==> src/rtl/alu_ctrl_pkg.sv <==
// Shared opcode, condition, flag-index and FSM-state definitions for the
// data-processing ALU sequencing controller.
package alu_ctrl_pkg;

    localparam logic [4:0] OP_AND = 5'b00000;
    localparam logic [4:0] OP_EOR = 5'b00001;
    localparam logic [4:0] OP_SUB = 5'b00010;
    localparam logic [4:0] OP_RSB = 5'b00011;
    localparam logic [4:0] OP_ADD = 5'b00100;
    localparam logic [4:0] OP_ADC = 5'b00101;
    localparam logic [4:0] OP_SBC = 5'b00110;
    localparam logic [4:0] OP_RSC = 5'b00111;
    localparam logic [4:0] OP_TST = 5'b01000;
    localparam logic [4:0] OP_TEQ = 5'b01001;
    localparam logic [4:0] OP_CMP = 5'b01010;
    localparam logic [4:0] OP_CMN = 5'b01011;
    localparam logic [4:0] OP_ORR = 5'b01100;
    localparam logic [4:0] OP_MOV = 5'b01101;
    localparam logic [4:0] OP_BIC = 5'b01110;
    localparam logic [4:0] OP_MVN = 5'b01111;
    localparam logic [4:0] OP_OP1 = 5'b10000;
    localparam logic [4:0] OP_OP2 = 5'b10001;
    localparam logic [4:0] OP_OP3 = 5'b10010;
    localparam logic [4:0] OP_OP4 = 5'b10011;
    localparam logic [4:0] OP_OP5 = 5'b10100;
    localparam logic [4:0] OP_OP6 = 5'b10101;
    localparam logic [4:0] OP_OP7 = 5'b10110;
    localparam logic [4:0] OP_OP8 = 5'b10111;
    localparam logic [4:0] OP_OP9 = 5'b11000;

    localparam logic [3:0] COND_EQ = 4'b0000;
    localparam logic [3:0] COND_NE = 4'b0001;
    localparam logic [3:0] COND_CS = 4'b0010;
    localparam logic [3:0] COND_CC = 4'b0011;
    localparam logic [3:0] COND_MI = 4'b0100;
    localparam logic [3:0] COND_PL = 4'b0101;
    localparam logic [3:0] COND_VS = 4'b0110;
    localparam logic [3:0] COND_VC = 4'b0111;
    localparam logic [3:0] COND_HI = 4'b1000;
    localparam logic [3:0] COND_LS = 4'b1001;
    localparam logic [3:0] COND_GE = 4'b1010;
    localparam logic [3:0] COND_LT = 4'b1011;
    localparam logic [3:0] COND_GT = 4'b1100;
    localparam logic [3:0] COND_LE = 4'b1101;
    localparam logic [3:0] COND_AL = 4'b1110;
    localparam logic [3:0] COND_NV = 4'b1111;

    localparam int unsigned FLAG_Z = 3;
    localparam int unsigned FLAG_N = 2;
    localparam int unsigned FLAG_V = 1;
    localparam int unsigned FLAG_C = 0;

    typedef enum logic [1:0] {
        ST_IDLE,
        ST_EXEC,
        ST_COMMIT,
        ST_SKIP
    } state_t;

    // TST/TEQ/CMP/CMN: compare-only, always update flags, never write back.
    function automatic logic is_test_op(input logic [4:0] op);
        return (op[4:2] == 3'b010);
    endfunction

endpackage

==> src/rtl/alu_exec_ctrl_if.sv <==
// Request channel from the decode stage into the ALU sequencing controller.
interface alu_exec_ctrl_if #(
    parameter int unsigned WIDTH = 32
) ();

    logic             req_valid;
    logic             req_ready;
    logic [3:0]       req_cond;
    logic [4:0]       req_op;
    logic             req_s;
    logic [WIDTH-1:0] req_a;
    logic [WIDTH-1:0] req_b;
    logic [3:0]       req_rd;

    modport master (
        output req_valid, req_cond, req_op, req_s, req_a, req_b, req_rd,
        input  req_ready
    );

    modport slave (
        input  req_valid, req_cond, req_op, req_s, req_a, req_b, req_rd,
        output req_ready
    );

endinterface

==> src/rtl/alu_cond_eval.sv <==
// ARM condition-field evaluator: pass=1 when cond holds for flags {Z,N,V,C}.
module alu_cond_eval
    import alu_ctrl_pkg::*;
(
    input  logic [3:0] cond,
    input  logic [3:0] flags,
    output logic       pass
);

    logic z, n, v, c;

    always_comb begin
        z    = flags[FLAG_Z];
        n    = flags[FLAG_N];
        v    = flags[FLAG_V];
        c    = flags[FLAG_C];
        pass = 1'b0;
        case (cond)
            COND_EQ: pass = z;
            COND_NE: pass = !z;
            COND_CS: pass = c;
            COND_CC: pass = !c;
            COND_MI: pass = n;
            COND_PL: pass = !n;
            COND_VS: pass = v;
            COND_VC: pass = !v;
            COND_HI: pass = c && !z;
            COND_LS: pass = !c || z;
            COND_GE: pass = (n == v);
            COND_LT: pass = (n != v);
            COND_GT: pass = !z && (n == v);
            COND_LE: pass = z || (n != v);
            COND_AL: pass = 1'b1;
            default: pass = 1'b0;
        endcase
    end

endmodule

==> src/rtl/alu_exec_ctrl.sv <==
// Sequencing controller for the 32-bit data-processing ALU: condition check,
// operand issue, result capture, write-back and Z/N/V/C flag ownership.
module alu_exec_ctrl
    import alu_ctrl_pkg::*;
#(
    parameter int unsigned WIDTH = 32
) (
    input  logic             clk,
    input  logic             reset,
    alu_exec_ctrl_if.slave   req,
    output logic [4:0]       alu_op,
    output logic [WIDTH-1:0] alu_a,
    output logic [WIDTH-1:0] alu_b,
    output logic             alu_cin,
    input  logic [WIDTH-1:0] alu_r,
    input  logic [3:0]       alu_flag,
    output logic             wb_valid,
    output logic [3:0]       wb_rd,
    output logic [WIDTH-1:0] wb_data,
    output logic             cond_skip,
    output logic [3:0]       flags
);

    state_t           state_q, state_d;
    logic             req_ready_q, req_ready_d;
    logic [4:0]       alu_op_q, alu_op_d;
    logic [WIDTH-1:0] alu_a_q, alu_a_d;
    logic [WIDTH-1:0] alu_b_q, alu_b_d;
    logic             alu_cin_q, alu_cin_d;
    logic [3:0]       rd_q, rd_d;
    logic             s_q, s_d;
    logic [3:0]       cap_flag_q, cap_flag_d;
    logic [3:0]       flags_q, flags_d;
    logic             wb_valid_q, wb_valid_d;
    logic [3:0]       wb_rd_q, wb_rd_d;
    logic [WIDTH-1:0] wb_data_q, wb_data_d;
    logic             cond_skip_q, cond_skip_d;
    logic             cond_pass;

    alu_cond_eval u_cond (
        .cond  (req.req_cond),
        .flags (flags_q),
        .pass  (cond_pass)
    );

    always_comb begin
        state_d     = state_q;
        req_ready_d = req_ready_q;
        alu_op_d    = alu_op_q;
        alu_a_d     = alu_a_q;
        alu_b_d     = alu_b_q;
        alu_cin_d   = alu_cin_q;
        rd_d        = rd_q;
        s_d         = s_q;
        cap_flag_d  = cap_flag_q;
        flags_d     = flags_q;
        wb_valid_d  = 1'b0;
        wb_rd_d     = wb_rd_q;
        wb_data_d   = wb_data_q;
        cond_skip_d = 1'b0;
        case (state_q)
            ST_IDLE: begin
                if (req.req_valid) begin
                    req_ready_d = 1'b0;
                    if (cond_pass) begin
                        state_d   = ST_EXEC;
                        alu_op_d  = req.req_op;
                        alu_a_d   = req.req_a;
                        alu_b_d   = req.req_b;
                        alu_cin_d = flags_q[FLAG_C];
                        rd_d      = req.req_rd;
                        s_d       = req.req_s;
                    end else begin
                        state_d     = ST_SKIP;
                        cond_skip_d = 1'b1;
                    end
                end
            end
            ST_EXEC: begin
                // Write-back registers double as the result capture so the
                // strobe, index and data all appear together in COMMIT.
                state_d    = ST_COMMIT;
                wb_valid_d = !is_test_op(alu_op_q);
                wb_rd_d    = rd_q;
                wb_data_d  = alu_r;
                cap_flag_d = alu_flag;
            end
            ST_COMMIT: begin
                state_d     = ST_IDLE;
                req_ready_d = 1'b1;
                if (!alu_op_q[4] && (s_q || is_test_op(alu_op_q)))
                    flags_d = cap_flag_q;
            end
            ST_SKIP: begin
                state_d     = ST_IDLE;
                req_ready_d = 1'b1;
            end
            default: begin
                state_d     = ST_IDLE;
                req_ready_d = 1'b1;
            end
        endcase
    end

    always_ff @(posedge clk or posedge reset) begin
        if (reset) begin
            state_q     <= ST_IDLE;
            req_ready_q <= 1'b1;
            alu_op_q    <= '0;
            alu_a_q     <= '0;
            alu_b_q     <= '0;
            alu_cin_q   <= 1'b0;
            rd_q        <= '0;
            s_q         <= 1'b0;
            cap_flag_q  <= '0;
            flags_q     <= '0;
            wb_valid_q  <= 1'b0;
            wb_rd_q     <= '0;
            wb_data_q   <= '0;
            cond_skip_q <= 1'b0;
        end else begin
            state_q     <= state_d;
            req_ready_q <= req_ready_d;
            alu_op_q    <= alu_op_d;
            alu_a_q     <= alu_a_d;
            alu_b_q     <= alu_b_d;
            alu_cin_q   <= alu_cin_d;
            rd_q        <= rd_d;
            s_q         <= s_d;
            cap_flag_q  <= cap_flag_d;
            flags_q     <= flags_d;
            wb_valid_q  <= wb_valid_d;
            wb_rd_q     <= wb_rd_d;
            wb_data_q   <= wb_data_d;
            cond_skip_q <= cond_skip_d;
        end
    end

    assign req.req_ready = req_ready_q;
    assign alu_op        = alu_op_q;
    assign alu_a         = alu_a_q;
    assign alu_b         = alu_b_q;
    assign alu_cin       = alu_cin_q;
    assign wb_valid      = wb_valid_q;
    assign wb_rd         = wb_rd_q;
    assign wb_data       = wb_data_q;
    assign cond_skip     = cond_skip_q;
    assign flags         = flags_q;

endmodule

==> src/flat_wrapper.sv <==
// flat-port wrapper written by rule: the top's interface ports become plain ports
module alu_exec_ctrl_flat import alu_ctrl_pkg::*;
#(
    parameter int unsigned WIDTH = 32
)
  (clk, reset, alu_op, alu_a, alu_b, alu_cin, alu_r, alu_flag, wb_valid, wb_rd, wb_data, cond_skip, flags, req_req_valid, req_req_cond, req_req_op, req_req_s, req_req_a, req_req_b, req_req_rd, req_req_ready);
  alu_exec_ctrl_if #(.WIDTH(WIDTH)) req_i ();
  input  logic clk;
  input  logic reset;
  output logic [4:0] alu_op;
  output logic [WIDTH-1:0] alu_a;
  output logic [WIDTH-1:0] alu_b;
  output logic alu_cin;
  input  logic [WIDTH-1:0] alu_r;
  input  logic [3:0] alu_flag;
  output logic wb_valid;
  output logic [3:0] wb_rd;
  output logic [WIDTH-1:0] wb_data;
  output logic cond_skip;
  output logic [3:0] flags;
  input wire logic [$bits(req_i.req_valid)-1:0] req_req_valid;
  input wire logic [$bits(req_i.req_cond)-1:0] req_req_cond;
  input wire logic [$bits(req_i.req_op)-1:0] req_req_op;
  input wire logic [$bits(req_i.req_s)-1:0] req_req_s;
  input wire logic [$bits(req_i.req_a)-1:0] req_req_a;
  input wire logic [$bits(req_i.req_b)-1:0] req_req_b;
  input wire logic [$bits(req_i.req_rd)-1:0] req_req_rd;
  output wire logic [$bits(req_i.req_ready)-1:0] req_req_ready;
  assign req_i.req_valid = req_req_valid;
  assign req_i.req_cond = req_req_cond;
  assign req_i.req_op = req_req_op;
  assign req_i.req_s = req_req_s;
  assign req_i.req_a = req_req_a;
  assign req_i.req_b = req_req_b;
  assign req_i.req_rd = req_req_rd;
  assign req_req_ready = req_i.req_ready;
  alu_exec_ctrl #(.WIDTH(WIDTH)) u_core (.clk(clk), .reset(reset), .req(req_i), .alu_op(alu_op), .alu_a(alu_a), .alu_b(alu_b), .alu_cin(alu_cin), .alu_r(alu_r), .alu_flag(alu_flag), .wb_valid(wb_valid), .wb_rd(wb_rd), .wb_data(wb_data), .cond_skip(cond_skip), .flags(flags));
endmodule
==> config.mk <==
export PLATFORM = sky130hd
export DESIGN_NAME = alu_exec_ctrl_flat
export DESIGN_NICKNAME = d
export VERILOG_FILES = /design/src/rtl/alu_ctrl_pkg.sv /design/src/rtl/alu_exec_ctrl_if.sv /design/src/rtl/alu_cond_eval.sv /design/src/rtl/alu_exec_ctrl.sv /design/src/flat_wrapper.sv
export SDC_FILE = /design/constraint.sdc
export NUM_CORES = 1
export LEC_CHECK = 0
export BUFFER_PORTS_ARGS = -buffer_cell sky130_fd_sc_hd__buf_2
export CORE_UTILIZATION = 50
export DETAILED_ROUTE_END_ITERATION = 12
export PLACE_DENSITY = 0.85
export RECOVER_POWER = 50
export SKIP_LAST_GASP = 1
export SLEW_MARGIN = 10
export SYNTH_ARGS = -nofsm -noshare
export SYNTH_HDL_FRONTEND = slang
export SYNTH_SLANG_ARGS = --single-unit
==> constraint.sdc <==
create_clock -name clk -period 9.75 [get_ports clk]
set_clock_uncertainty 0.1 [all_clocks]
set_input_delay 1.95 -clock clk [delete_from_list [all_inputs] [get_ports clk]]
set_output_delay 1.95 -clock clk [all_outputs]
set_load 0.01 [all_outputs]
==> results of run 1 <==
[state kept, by name, indices dropped and copies added (netlist names), 2 cells and up]
name and flops:
u_core.alu_op 5, u_core.alu_a 32, u_core.wb_rd 4, u_core.alu_b 32
u_core.state_q 2, u_core.wb_data 32, u_core.flags 4, u_core.rd_q 4
u_core.cap_flag_q 4
[synthesized netlist by cell type]
cell	n
xor2_1	1
o31a_1	1
a21o_1	1
nor3_1	2
dfrtp_1	123
nor3b_1	1
or3_1	1
a2bb2oi_1	1
a21oi_1	2
clkbuf_1	5
buf_6	5
a41oi_2	1
nor4bb_1	1
xnor2_1	1
inv_1	2
dfstp_2	1
buf_4	1
a221oi_2	1
o211ai_1	1
o21ai_0	1
mux2i_1	1
nand3_1	1
nor2_1	5
o31ai_1	1
o21bai_1	2
mux2_1	73
buf_2	5
or3b_1	1
nand2b_1	2
nor2b_1	4
nand4b_1	1
or4bb_1	1
nand2_1	1
mux2_2	47
a21boi_0	1
nand4_1	1
[critical path, delay by kind of cell]
kind            cells  cell delay (ps)
mux                 2              570
buf+inv             2              910
simple gates        1              510
compound gates      1              680
[routing by layer]
| metal | vias to the layer above | global-route usage [%] |
|---|---|---|
| met5 | - | 0 |
| met4 | 0 | 8.47 |
| met3 | 21 | 6.41 |
| met2 | 155 | 37.7 |
| met1 | 1615 | 25.3 |
| li1 | 1536 | - |
[logic make-up (layout without fill, tap and decap cells)]
family,after synthesis,in the layout,share of synthesized area [%]
buffers and inverters,18,264,2.38
XOR/XNOR,2,2,0.362
multiplexers,121,121,28.1
AO/OA/AOI/OAI,13,13,2.25
flip-flops,124,124,64.1
AND/OR/NAND/NOR,22,22,2.77
[stage by stage]
step                      area [um2]  total power [mW]
after floorplan                 4840              1.37
after global placement          6070              1.66
after detailed placement        6070              1.71
after CTS                       6640              2.32
after global routing            6520              2.38
final                           6520              2.25
[layout by cell type, fill, tap and decap left out, drive strengths merged, types with 2 or more instances in the layout]
cell type  synthesis  final
a21oi              2      2
buf               11    139
bufinv             0      2
clkbuf             5    110
clkinv             0      4
clkinvlp           0      7
dfrtp            123    123
inv                2      2
mux2             120    120
nand2b             2      2
nor2               5      5
nor2b              4      4
nor3               2      2
o21bai             2      2
[report_power, final]
part / switching [mW] / leakage (nW) / internal [mW] / total (mW)
clock network: 0.226 / 0.261 / 0.370 / 0.596
logic: 0.377 / 1.24 / 0.351 / 0.728
registers: 0.142 / 1.47 / 0.780 / 0.922
[path summary, 6_finish.rpt]
| check | from | endpoint | slack, ps | depth (start not counted) |
|---|---|---|---|---|
| max | req_req_cond[2] | u_core.alu_a[28] | 5370 | 6 |
| min | u_core.alu_b[10] | u_core.alu_b[10] | 380 | 1 |
| max reg2reg | u_core.state_q[0] | u_core.wb_rd[3] | 5950 | 2 |
| min reg2reg | u_core.alu_b[10] | u_core.alu_b[10] | 380 | 1 |
| max in group asynchronous | reset | u_core.alu_b[24] | 6040 | 3 |
| min in group asynchronous | reset | u_core.wb_data[30] | 1760 | 2 |
[layout make-up]
| cell class | instances | area [um2] |
|---|---|---|
| clock buffer | 18 | 428 |
| clock inverter | 13 | 145 |
| fill | 715 | 2810 |
| inverter | 2 | 8.76 |
| multi-input combinational | 158 | 1620 |
| sequential | 124 | 3100 |
| tap | 129 | 161 |
| timing repair buffer | 231 | 1050 |
==> results by group, run 1 <==
Outcome
  – Outcome: finished, violations left
  – Failing checks: max-capacitance violations, max-slew violations

Worst setup path
  – CP required: about 10,000 ps
  – CP startpoint kind: input pin
  – Crit end category: flop
  – CP peak stage delay: approximately 700 ps
  – CP cell instances: clkbuf_1, or4bb_1, mux2i_1, o31a_2, buf_4, mux2_1
  – Slowest cell on crit path: o31a_2
  – Critical-path maximum fanout: 46
  – Crit Path Category: in -> reg
  – Critical path arrival: ~4700 ps

Timing
  – Final cycle utilization of the critical path: roughly 45%
  – RSZ-0062 raised after global routing: no
  – Final worst slack: about 5400 ps
  – Fin crit period: roughly 4400 ps
  – Maximum clock rate: roughly 0.23 GHz
  – Worst-Margin Slew: around 3600 ps
  – Rel. slew slack: -140%
  – Final hold slack: 382 ps
  – Final Hold Viols: 0
  – Final Slew Violations: between 80 and 90
  – Final Setup Violations: 0
  – Setup TNS: 0 ps

Die
  – I/O pins: between 200 and 250
  – Die span in y: 100 um
  – Core area: between 9000 and 10,000 um2
  – Die W: around 100 um
  – Num rows: 35
  – Starting density of the core: about half
  – Die area: just over 10,000 um2

Clock network
  – Reg clk slew, reported paths: approximately 60 ps
  – Clk buf depth: 2
  – H-Tree Depth: 4
  – TritonCTS Sinks: ~120
  – Post-CTS Setup Inserts: 0
  – Root Driver: clkbuf_8
  – Num CTS Buffers: 17
  – Post-cts resize count: 0
  – CTS Hold Bufs: 0
  – CTS tree: done
  – Worst-Skew Late Latency: ~490 ps

Drt
  – Vias/cell: 4.93
  – Drt pass-1 iters: 4
  – WL met1: ~4.3 mm
  – DRT iter0 DRCs: 63
  – Max layer used: met4
  – Wire per inst: about 16 um
  – Number of remaining DRC errors: 0
  – Met2 WL: about 5.3 mm
  – Detail Route Antenna Nets: 0
  – Met3 Wirelength: 662 um
  – Total number of vias: roughly 3,300
  – Routed wire length: 10.5 mm

GRT
  – First-pass GRT wire length: 16.7 mm
  – GRT Overall Usage: a little over a fifth
  – Pin count of the biggest net entering global routing: 84
  – Total congestion overflow: 0
  – Number of global-route vias before repair: about 3,400
  – Initial antenna violation count: 0

Power
  – Peak VDD IR: ~0.00018 V
  – LEAKAGE: just under 3 nW
  – Pwr Density: approximately 340 nW/um2

Synthesis
  – Sequential area share after synthesis: 64.1%
  – Post-synth net total: roughly 420
  – Mapped Area: approximately 4800 um2
  – Synth Instances: 300
  – Yosys cell types: 36
  – Synth Warn #: 0
  – Post-Syn Area per Cell: approximately 16 um2
  – Area leader, netlist: dfrtp_1
  – FF+latch count, synth: ~120
  – Dominant cells by area after synthesis: dfrtp_1 64%, mux2_1 17%, mux2_2 11%
  – Share of the synthesized area in the top cell type: 63.6%

Final layout
  – Area delta synth->final: 34.6%
  – Core Util, Final: ~70%
  – Layout Cells excl Fill: between 600 and 700
  – # diodes: 0
  – Final layout net count: 651
  – Share of cells above drive strength 1: between 40% and 50%

Min path
  – HP Class: reg -> reg

Placed design
  – Setup slack at placement: 5000 ps
  – Placed insts: 644
  – DP Wirelength: about 7.5 mm
  – PortBufs: approximately 230
  – Placer Congestion: about 0.82

Job
  – MaxCap Viol Count: 2
Note: power is estimated with default switching activity, not from simulation.
==> inputs of run 2 (changes only) <==
--- a/config.mk
+++ b/config.mk
@@ -6,9 +6,9 @@
 export NUM_CORES = 1
 export LEC_CHECK = 0
 export BUFFER_PORTS_ARGS = -buffer_cell sky130_fd_sc_hd__buf_2
-export CORE_UTILIZATION = 50
+export CORE_UTILIZATION = 46
 export DETAILED_ROUTE_END_ITERATION = 12
-export PLACE_DENSITY = 0.85
+export PLACE_DENSITY = 0.79
 export RECOVER_POWER = 50
 export SKIP_LAST_GASP = 1
 export SLEW_MARGIN = 10
==> constraint.sdc (replaced) <==
create_clock -name clk -period 4.1 [get_ports clk]
set_clock_uncertainty 0.1 [all_clocks]
set_input_delay 0.82 -clock clk [delete_from_list [all_inputs] [get_ports clk]]
set_output_delay 0.82 -clock clk [all_outputs]
set_load 0.01 [all_outputs]
==> run 2 against run 1 <==
Effect of this change:
- the flow still finishes with violations (max-capacitance violations, max-slew violations)
- flip-flop and latch count unchanged
- combinational power up 150%
- die area up 8.5%
- final area up 3.6%
- first-iteration DRC count up 81%
- hold slack worse by 1.0 ps
- utilization down 4.2 points
- clock power rose to 2.9 times the previous value
- count of clock-buffer cells in the layout up 3
- largest cell class unchanged
- sequential share of layout area down 1.7 points
- global-route usage down 1.6 points
- largest power group unchanged
==> results by group, run 2 (same netlist as run 1, synthesis figures left out) <==
GRT
  – GRT Overall Usage: 20.1%
  – Pin count of the biggest net entering global routing: 125
  – Number of global-route vias before repair: 3,447
  – Total congestion overflow: 0
  – Initial antenna violation count: 0
  – First-pass GRT wire length: 16.8 mm

Clock network
  – Post-cts resize count: 0
  – Clk buf depth: 2
  – Post-CTS Setup Inserts: 0
  – TritonCTS Sinks: roughly 120
  – Worst-Skew Late Latency: roughly 510 ps
  – Reg clk slew, reported paths: 60 ps
  – H-Tree Depth: 4
  – CTS Hold Bufs: 0
  – CTS tree: done
  – Num CTS Buffers: 17
  – Root Driver: clkbuf_8

Drt
  – Number of remaining DRC errors: 0
  – Routed wire length: roughly 10 mm
  – Vias/cell: about 5
  – Wire per inst: roughly 15 um
  – Total number of vias: about 3,300
  – DRT iter0 DRCs: ~110
  – Drt pass-1 iters: 4
  – Detail Route Antenna Nets: 0

Timing
  – Setup TNS: 0 ps
  – Maximum clock rate: roughly 0.38 GHz
  – Rel. slew slack: -33.5%
  – Final hold slack: around 380 ps
  – Final cycle utilization of the critical path: a little under two thirds
  – Final Setup Violations: 0
  – Final worst slack: between 1000 and 1500 ps
  – Fin crit period: about 2600 ps
  – Final Hold Viols: 0
  – RSZ-0062 raised after global routing: no
  – Worst-Margin Slew: roughly 2000 ps
  – Final Slew Violations: 43

Power
  – LEAKAGE: roughly 3.2 nW
  – Peak VDD IR: 0.000408 V
  – Sw Pwr: ~1.7 mW
  – Comb power frac: between 30% and 40%
  – Pwr Density: between 800 and 900 nW/um2
  – Switching fraction of total power: a little under a third
  – Pint: slightly below 4 mW
  – Flop pwr share: 38.2%
  – Clock share of power: 30.4%

Die
  – Num rows: 37
  – I/O pins: 230
  – Core area: approximately 10,000 um2
  – Die W: between 100 and 150 um
  – Die span in y: ~100 um
  – Starting density of the core: a little under half
  – Die area: around 11,000 um2

Worst setup path
  – Reg2reg setup slack: about 1500 ps
  – CP required: about 4400 ps
  – Critical-path maximum fanout: between 40 and 50
  – Crit end category: flop
  – CP startpoint kind: flop
  – Critical path arrival: 2900 ps
  – Crit Path Category: reg -> reg

Final layout
  – Filler cell count: about 800
  – Final layout net count: between 600 and 700
  – Most frequent cells in the layout: 182 x buf_2, 123 x dfrtp_1, 73 x mux2_1
  – # diodes: 0
  – Area delta synth->final: 39.5%
  – Core Util, Final: 65.7%
  – Share of cells above drive strength 1: 49.0%
  – Commonest non-fill, non-tap cell in the layout: buf_2

Outcome
  – Outcome: finished, violations left
  – Failing checks: max-capacitance violations, max-slew violations

Placed design
  – DP Wirelength: about 7.5 mm
  – Placer Congestion: ~0.76
  – PortBufs: 229
  – Setup slack at placement: 1050 ps

Job
  – MaxCap Viol Count: 1

Min path
  – HP Class: reg -> reg
==> run 2: cell count changes in the layout (fill, tap and decap cells not counted), moves of 3 or more <==
cell and change:
buf_2 +45, clkbuf_1 -44, bufinv_16 +5, clkinvlp_4 -5, buf_12 +3
==> run 2: metrics by stage <==
step | cell area, um2 | total power [mW] | instances
finish | 6750 | 5.71 | 685
global route | 6750 | 6.05 | 685
CTS | 6830 | 5.85 | 685
detailed placement | 6130 | 4.09 | 653
global placement | 6130 | 3.99 | 653
floorplan | 4840 | 3.25 | 300
==> run 2: area by class of cell <==
class / count / area, um2 / share of cell area [%]
inverter: 2 / 8.76 / 0.130
tap: 136 / 170 / 2.52
timing repair buffer: 233 / 1150 / 17.1
multi-input combinational: 158 / 1620 / 24.0
sequential: 124 / 3100 / 46.0
clock inverter: 11 / 236 / 3.50
clock buffer: 21 / 459 / 6.80
==> run 2: final timing paths <==
| kind | from | endpoint | cells past startpoint |
|---|---|---|---|
| hold / removal | u_core.alu_a[14] | u_core.alu_a[14] | 1 |
| min in group asynchronous | reset | u_core.alu_b[25] | 3 |
| hold reg to reg | u_core.alu_a[14] | u_core.alu_a[14] | 1 |
| max in group asynchronous | reset | u_core.alu_b[30] | 3 |
| setup reg to reg | u_core.state_q[0] | u_core.wb_data[24] | 2 |
| setup / recovery | u_core.state_q[0] | u_core.wb_data[24] | 2 |
==> run 2: metal layers <==
| layer | up-vias | GRT usage, % | wire length (um) |
|---|---|---|---|
| met5 | - | 0 | 0 |
| met4 | 0 | 7.04 | 120 |
| met3 | 11 | 8.11 | 818 |
| met2 | 157 | 33.6 | 5360 |
| met1 | 1624 | 23.3 | 4080 |
| li1 | 1537 | - | - |
==> run 2: worst max-delay path, cell delays in order, from the launching register on <==
cell,delay [ps]
dfrtp_1,390
nor2b_2,1520
mux2_2,450
==> run 2: power groups by stage <==
stage | combinational [mW] | clock, mW | sequential (mW)
floorplan | 0.809 | 0 | 2.44
global placement | 1.83 | 0 | 2.16
detailed placement | 1.89 | 0 | 2.20
CTS | 1.90 | 1.76 | 2.19
global route | 1.95 | 1.83 | 2.27
finish | 1.79 | 1.74 | 2.18
